`src/rtl/g_green_inv.sv`:
```
`default_nettype none
// ============================================================================
// Module   : g_green_inv
// Purpose  : Inverse camera-response lookup for the green channel. Holds a
//            writable 2^PIX_W-entry copy of the forward curve g(Z) and, for
//            each LOG_W-bit log-exposure query, returns the largest pixel
//            code p with g[p] <= log_val using a PIX_W-step binary search.
// Ports    : clk, rst_n (async, active low), clk_en (global hold)
//            tbl_we/tbl_addr/tbl_wdata  - curve write port (IDLE only)
//            tbl_busy                   - search/result in progress
//            in_valid/in_ready/log_val  - query handshake
//            out_valid/out_ready/pixel  - result handshake
// Revision : 1.0  initial release
// ============================================================================
module g_green_inv #(
  parameter int PIX_W = 6,
  parameter int LOG_W = 8
) (
  input  logic             clk,
  input  logic             rst_n,
  input  logic             clk_en,
  input  logic             tbl_we,
  input  logic [PIX_W-1:0] tbl_addr,
  input  logic [LOG_W-1:0] tbl_wdata,
  output logic             tbl_busy,
  input  logic             in_valid,
  output logic             in_ready,
  input  logic [LOG_W-1:0] log_val,
  output logic             out_valid,
  input  logic             out_ready,
  output logic [PIX_W-1:0] pixel
);

  localparam int c_DEPTH = 1 << PIX_W;
  localparam int c_BIT_W = (PIX_W > 1) ? $clog2(PIX_W) : 1;

  typedef enum logic [1:0] {
    ST_IDLE   = 2'd0,
    ST_SEARCH = 2'd1,
    ST_DONE   = 2'd2
  } state_t;

  state_t             r_state;
  logic [LOG_W-1:0]   r_tbl [c_DEPTH];
  logic [LOG_W-1:0]   r_key;
  logic [PIX_W-1:0]   r_acc;
  logic [c_BIT_W-1:0] r_bit;
  logic [PIX_W-1:0]   r_pixel;
  logic               r_out_valid;

  logic [PIX_W-1:0]   w_cand;
  logic               w_take;
  logic [PIX_W-1:0]   w_acc_next;
  logic               w_tbl_wr;

  // Trial code for this step: keep the bits already decided, set the current one.
  // Taking the candidate whenever g[cand] <= key makes flat runs resolve to
  // the highest index and a query below g[0] resolve to 0.
  assign w_cand     = r_acc | (PIX_W'(1) << r_bit);
  assign w_take     = (r_tbl[w_cand] <= r_key);
  assign w_acc_next = w_take ? w_cand : r_acc;

  assign w_tbl_wr   = clk_en && tbl_we && (r_state == ST_IDLE);

  assign in_ready   = (r_state == ST_IDLE);
  assign tbl_busy   = (r_state != ST_IDLE);
  assign out_valid  = r_out_valid;
  assign pixel      = r_pixel;

  // Curve storage. A write coinciding with query acceptance lands on the same
  // edge, so the first search step already sees it.
  always_ff @(posedge clk or negedge rst_n) begin
    if (!rst_n) begin
      for (int i = 0; i < c_DEPTH; i++) begin
        r_tbl[i] <= '0;
      end
    end else if (w_tbl_wr) begin
      r_tbl[tbl_addr] <= tbl_wdata;
    end
  end

  always_ff @(posedge clk or negedge rst_n) begin
    if (!rst_n) begin
      r_state     <= ST_IDLE;
      r_key       <= '0;
      r_acc       <= '0;
      r_bit       <= c_BIT_W'(PIX_W - 1);
      r_pixel     <= '0;
      r_out_valid <= 1'b0;
    end else if (clk_en) begin
      case (r_state)
        ST_IDLE: begin
          if (in_valid) begin
            r_key   <= log_val;
            r_acc   <= '0;
            r_bit   <= c_BIT_W'(PIX_W - 1);
            r_state <= ST_SEARCH;
          end
        end
        ST_SEARCH: begin
          r_acc <= w_acc_next;
          if (r_bit == '0) begin
            r_pixel     <= w_acc_next;
            r_out_valid <= 1'b1;
            r_state     <= ST_DONE;
          end else begin
            r_bit <= r_bit - c_BIT_W'(1);
          end
        end
        ST_DONE: begin
          if (out_ready) begin
            r_out_valid <= 1'b0;
            r_state     <= ST_IDLE;
          end
        end
        default: begin
          r_out_valid <= 1'b0;
          r_state     <= ST_IDLE;
        end
      endcase
    end
  end

endmodule
`default_nettype wire

```
`config.mk`:
```
export PLATFORM = sky130hd
export DESIGN_NAME = g_green_inv
export DESIGN_NICKNAME = d
export VERILOG_FILES = /design/src/rtl/g_green_inv.sv
export SDC_FILE = /design/constraint.sdc
export NUM_CORES = 1
export LEC_CHECK = 0
export CAP_MARGIN = 15
export CORE_AREA = 5 5 270 272
export CTS_BUF_LIST = sky130_fd_sc_hd__clkbuf_8
export CTS_CLUSTER_DIAMETER = 120
export CTS_CLUSTER_SIZE = 12
export DETAILED_ROUTE_END_ITERATION = 16
export DIE_AREA = 0 0 275 277
export SYNTH_ARGS = -nofsm -noshare
export SYNTH_HDL_FRONTEND = slang
export SYNTH_SLANG_ARGS = --single-unit
```
`constraint.sdc`:
```
create_clock -name clk -period 3.7 [get_ports clk]
set_clock_uncertainty 0.05 [all_clocks]
set_input_delay 0.555 -clock clk [delete_from_list [all_inputs] [get_ports clk]]
set_output_delay 0.555 -clock clk [all_outputs]
set_load 0.005 [all_outputs]
```
==> run metrics, run 1 <==
Clock transition at path regs 0.10 ns; Core Box Area 70500 µm²; First-pass DRT Iterations 5; Inserted Clock Buffers 50; fin. max-slew vios 0; worst hold path cell count 2; Clock Latency Late Sink 0.68 ns; RSZ-0062 raised after global routing yes; post-synthesis register bit count 538; Final #Nets 3124; post-synthesis sequential area ratio 46.3%; Site Rows 98; largest area contributor in the netlist dfrtp_1; worst hold slack 0.297 ns; crit-path max FO 13; via count of the first global-routing pass 24.6k; Gate Count Post-Synth 2948; # clock sinks 538; Synth Flop Type dfrtp_1; GPL Wtd Cong 0.909; most frequent cells in the layout 534 x dfrtp_1, 494 x mux2_2, 359 x o21ai_0; Max Cap Viol 0; Worst Slack Setup Final -0.192 ns; Worst Path Arrival 4.46 ns; R2R depth 20; Routed Antenna Nets 0; design area 34800 µm²; I/O Buffers 36; Post-DP Area 32300 µm²; post-DR vias/cell 6.15; Root Driver clkbuf_8; chip width 275 µm; Yosys top cell area share 46.1%; global-route wire length before repair 152 mm; worst vdd ir 0.000571 V; antenna violations before repair 3; Tot GR Track Use 25.6%; Hold/Removal Path Class input pin to flop; R2R Path Start r_bit[0]; Mapped Avg Cell Area 9.88 µm²; Hold Crit Start tbl_wdata[4]; part of the cycle the worst path needs 105%; CP required 4.27 ns; overall routed net length 101 mm; most common cell after layout, fill and taps aside dfrtp_1; share of layout cells above drive strength 1 35.9%; CTS tree yes; Power per Cell Area 774 nW/µm²; Die ar. 76200 µm²; FFs w/ async S/R, synth 100%; post-DP HPWL 63.9 mm; total power draw 26.9 mW; min cycle time layout 3.89 ns; Ports 37; Area Overhead vs Synth 19.6%; CP Launch Type flop; Setup violations, final 10; top cells by area, synth dfrtp_1 46%, mux2_2 19%, o21ai_0 6.5%; Post-synth EDFFs 0; Cell variety after synth 48; final setup TNS -1.67 ns; Util after Layout 49.4%; drt first-iter violations 2426; violated checks negative setup slack; Die Ht 277 µm; crit end category flop; YS warnings 0; fmax 0.257 GHz; Clock Path Buffers 3; final cell count without fillers 4047; Wirelength per Cell 25.0 µm; Slew HR 31.7%; Post-Syn Nets 2989; grt total ovfl 0; status finished with violations; Leak 15.4 nW; Cell Area, Synth 29100 µm²; Worst Setup SP r_bit[0]; largest net degree at the start of global routing 100; Setup WS pre-CTS -0.474 ns; initial core utilization 41.3%; Hold Vio Cnt, Final 0; CTS HTree Levels 2; critical path type flop to flop; DR DRC count 0; total placed cells including tap cells 3948; Via Count 24.9k; Tightest Pin Transition 1.02 ns
==> cells by family after synthesis <==
family                   share of synthesized area (%)
AO/OA/AOI/OAI                                     21.1
AND/OR/NAND/NOR                                   6.67
buffers and inverters                             5.93
flip-flops                                        46.3
multiplexers                                      19.5
adder cells (fa/ha/maj)                          0.559
XOR/XNOR                                        0.0301
==> area by class of cell <==
type	count	area [µm²]
fillers	6301	35700
multi-input cells	1978	15200
flip-flops and latches	538	13500
repair buffers	347	3540
well taps	950	1190
clock buffers	54	743
inverters	168	631
clock inverters	11	41.3
diodes	1	2.50
==> Yosys cell counts (4+ instances only) <==
library cell	count
a211oi_1	28
a21o_1	31
a21oi_1	340
a221oi_1	72
a31oi_1	45
and4_1	7
buf_1	17
buf_2	47
buf_4	4
buf_6	4
clkbuf_1	192
dfrtp_1	536
ha_1	13
inv_1	168
mux2_1	10
mux2_2	494
nand2_1	141
nand2_2	25
nand3_1	14
nand3b_1	4
nor2_1	124
nor2_2	26
nor2_4	7
nor2b_1	4
nor3_1	33
o211ai_1	56
o21ai_0	376
o21ai_1	14
o221ai_1	28
o31ai_1	57
==> worst paths after layout <==
check | end | slack (ns)
worst max-delay path | r_acc[5] | -0.19
worst min-delay path | r_tbl[84] | 0.30
worst max register to register | r_acc[5] | -0.19
worst min register to register | pixel[0] | 0.43
max in group asynchronous | r_tbl[456] | 2.13
min in group asynchronous | r_tbl[10] | 0.51
==> routing by layer <==
metal | share of wire [%] | global-route usage, %
met5 | 0.026 | 0
met4 | 4.7 | 10.6
met3 | 6.8 | 4.03
met2 | 46 | 40.4
met1 | 42 | 35.3
==> what timing repair did <==
item	in CTS	in global routing
pin swaps	46	61
gates cloned	4	2
setup endpoints to repair	10	10
hold endpoints to repair	85	0
setup buffers	15	13
hold buffers	1	0
resized for setup	127	119
==> registers in the layout (all words and copies together) (netlist names) <==
name / cells
pixel: 6
r_bit: 3
r_tbl: 512
r_state: 2
out_valid: 1
r_acc: 6
r_key: 8
==> report_power, final <==
part           switching (mW)  leakage [nW]  internal [mW]
Clock                    2.10         0.447           1.30
Combinational            9.58          7.65           6.94
Sequential              0.500          7.31           6.51
Total                    12.2          15.4           14.8
==> worst max-delay path, stage by stage (launching register included) <==
cell      delay, ns
dfstp_2        0.56
buf_6          0.11
ha_4           0.18
nor2_4         0.09
buf_12         0.17
a221oi_2       0.31
o21ai_0        0.18
a21oi_2        0.24
nor3_2         0.07
buf_4          0.14
a31oi_2        0.24
and4_1         0.28
ha_4           0.21
a21oi_2        0.11
nor2b_1        0.06
o21ai_1        0.11
nand2b_1       0.11
o22ai_4        0.16
buf_12         0.16
nand3_4        0.11
o21ai_1        0.17
Power figures use the tool's default switching activity.
==> run 2, diff against run 1 <==
--- a/config.mk
+++ b/config.mk
@@ -12,6 +12,7 @@
 export CTS_CLUSTER_SIZE = 12
 export DETAILED_ROUTE_END_ITERATION = 16
 export DIE_AREA = 0 0 275 277
+export REMOVE_ABC_BUFFERS = 1
 export SYNTH_ARGS = -nofsm -noshare
 export SYNTH_HDL_FRONTEND = slang
 export SYNTH_SLANG_ARGS = --single-unit
==> run metrics, run 2 (same netlist as run 1, synthesis figures left out) <==
Site Rows 98 (unchanged); min cycle time layout 3.96 ns (was 3.89 ns); Top Registers r_tbl (512), r_key (8) (unchanged); slowest stage cell, crit path dfstp_2 (unchanged); share of layout cells above drive strength 1 33.8% (was 35.9%); fmax 0.253 GHz (was 0.257 GHz); worst vdd ir 0.000530 V (was 0.000571 V); worst hold slack 0.332 ns (was 0.297 ns); Layout fillers 6412 (was 6301); most common cell after layout, fill and taps aside dfrtp_1 (unchanged); Inserted Clock Buffers 50 (unchanged); final setup TNS -2.18 ns (was -1.67 ns); Routed Antenna Nets 0 (unchanged); Die Ht 277 µm (unchanged); Tightest Pin Transition 1.09 ns (was 1.02 ns); met2 usage 40.5% (was 40.4%); Leak 15.1 nW (was 15.4 nW); Hold/Removal Path Class input pin to flop (unchanged); GPL Wtd Cong 0.942 (was 0.909); Final #Nets 3091 (was 3124); CP Cell Sequence inv_2 > ha_4 > nor2b_4 > or2_4 > buf_4 > o31ai_1 > a21oi_2 > nor3_1 > buf_4 > a31oi_1 > and4_1 > ha_2 > nand4_1 > buf_4 > o22ai_4 > buf_12 > nand3_4 > a21oi_2 (was buf_6 > ha_4 > nor2_4 > buf_12 > a221oi_2 > o21ai_0 > a21oi_2 > nor3_2 > buf_4 > a31oi_2 > and4_1 > ha_4 > a21oi_2 > nor2b_1 > o21ai_1 > nand2b_1 > o22ai_4 > buf_12 > nand3_4 > o21ai_1); Core Box Area 70500 µm² (unchanged); via count of the first global-routing pass 24.8k (was 24.6k); Setup violations, final 10 (unchanged); critical path type flop to flop (unchanged); # diodes 0 (was 1); antenna violations before repair 4 (was 3); Hold Vio Cnt, Final 0 (unchanged); final cell count without fillers 4011 (was 4047); post-DR vias/cell 6.15 (about the same); overall routed net length 99.5 mm (was 101 mm); most frequent cells in the layout 534 x dfrtp_1, 494 x mux2_2, 353 x o21ai_0 (was 534 x dfrtp_1, 494 x mux2_2, 359 x o21ai_0); Die ar. 76200 µm² (unchanged); total placed cells including tap cells 3917 (was 3948); Clock transition at path regs 0.09 ns (was 0.10 ns); CP required 4.26 ns (was 4.27 ns); Clock Latency Late Sink 0.69 ns (was 0.68 ns); Power per Cell Area 749 nW/µm² (was 774 nW/µm²); violated checks negative setup slack (unchanged); Worst Slack Setup Final -0.260 ns (was -0.192 ns); Worst Path Arrival 4.52 ns (was 4.46 ns); Area Overhead vs Synth 17.2% (was 19.6%); CP Launch Type flop (unchanged); chip width 275 µm (unchanged); drt first-iter violations 2641 (was 2426); Root Driver clkbuf_8 (unchanged); Top Usage Layer GRT met2 (unchanged); Wirelength per Cell 24.8 µm (was 25.0 µm); CTS HTree Levels 2 (unchanged); grt total ovfl 0 (unchanged); crit end category flop (unchanged); Via Count 24.7k (was 24.9k); largest net degree at the start of global routing 93 (was 100); global-route wire length before repair 152 mm (about the same); RSZ-0062 raised after global routing yes (unchanged); Slew HR 27.5% (was 31.7%); crit-path max FO 6 (was 13); crit-path most repeated cell buf_4; met3 usage 4.06% (was 4.03%); initial core utilization 41.3% (unchanged); part of the cycle the worst path needs 107% (was 105%); Tot GR Track Use 25.4% (was 25.6%); status finished with violations (unchanged); I/O Buffers 36 (unchanged); CTS tree yes (unchanged); DR DRC count 0 (unchanged); # clock sinks 538 (unchanged); First-pass DRT Iterations 6 (was 5); Largest register FFs 512 (unchanged); post-DP HPWL 64.2 mm (was 63.9 mm); fin. max-slew vios 0 (unchanged); Crit path largest cell delay 0.55 ns (was 0.56 ns); Ports 37 (unchanged); met1 Use GR 34.8% (was 35.3%); Biggest register r_tbl (unchanged); Clock Path Buffers 3 (unchanged); Max Cap Viol 0 (unchanged)
[run 2: cell types whose count changed in the layout (fill, tap and decap cells not counted), sizes merged]
| cell | change |
|---|---|
| clkinvlp | +1 |
| buf | -36 |
| bufbuf | +2 |
| clkbuf | -1 |
| inv | -1 |
| diode | -1 |
[run 2: layout make-up]
class	count	area, µm²	share of cell area [%]
multi-input cells	1978	14800	43.5
clock buffers	52	716	2.10
clock inverters	11	45.0	0.132
well taps	950	1190	3.48
repair buffers	314	3220	9.43
inverters	168	631	1.85
flip-flops and latches	538	13500	39.5
[run 2: metrics by stage]
step / instance area, µm² / setup WS (ns) / total power [mW] / utilization (%)
global route: 34100 / -0.349 / 26.9 / 48.4
detailed placement: 32000 / -0.936 / 19.9 / 45.3
CTS: 33600 / -0.159 / 24.6 / 47.6
finish: 34100 / -0.260 / 25.6 / 48.4
global placement: 32000 / -0.863 / 19.7 / 45.3
floorplan: 28000 / -6.81 / 14.2 / -
[run 2: worst max-delay path, delay by kind of cell, from the launching register on]
kind            cells  cell delay, ns
compound gates      5            0.82
fa+ha+maj           2            0.49
buf+inv             5            0.74
flops               1            0.55
simple gates        6            1.24
[run 2: worst paths after layout]
check                      slack, ns  cells past startpoint          from    endpoint
max                            -0.26                     18      r_bit[0]    r_acc[3]
max reg2reg                    -0.26                     18      r_bit[0]    r_acc[3]
max in group asynchronous       2.12                      4         rst_n  r_tbl[425]
min reg2reg                     0.45                      2      pixel[5]    pixel[5]
min                             0.33                      2  tbl_wdata[0]   r_tbl[48]
min in group asynchronous       0.45                      2         rst_n   r_tbl[28]
[run 2: report_power, final]
part	internal (mW)	switching (mW)	leakage (nW)
clock network	1.26	2.08	0.427
registers	6.51	0.463	7.31
logic	6.18	9.06	7.36
[run 2: metal layers]
metal	wire [µm]	share of wire, %	vias to the layer above
li1	-	-	10806
met1	42100	42	12534
met2	46400	47	1085
met3	6730	6.8	256
met4	4300	4.3	0
met5	0	0	-
[run 2: timing repair]
item	CTS	global route
buffers inserted	18	12
cloned	4	3
hold endpoints to repair	66	0
pin swaps	36	51
resized for setup	106	97
endpoints found under the setup margin	10	10
hold buffers	1	0
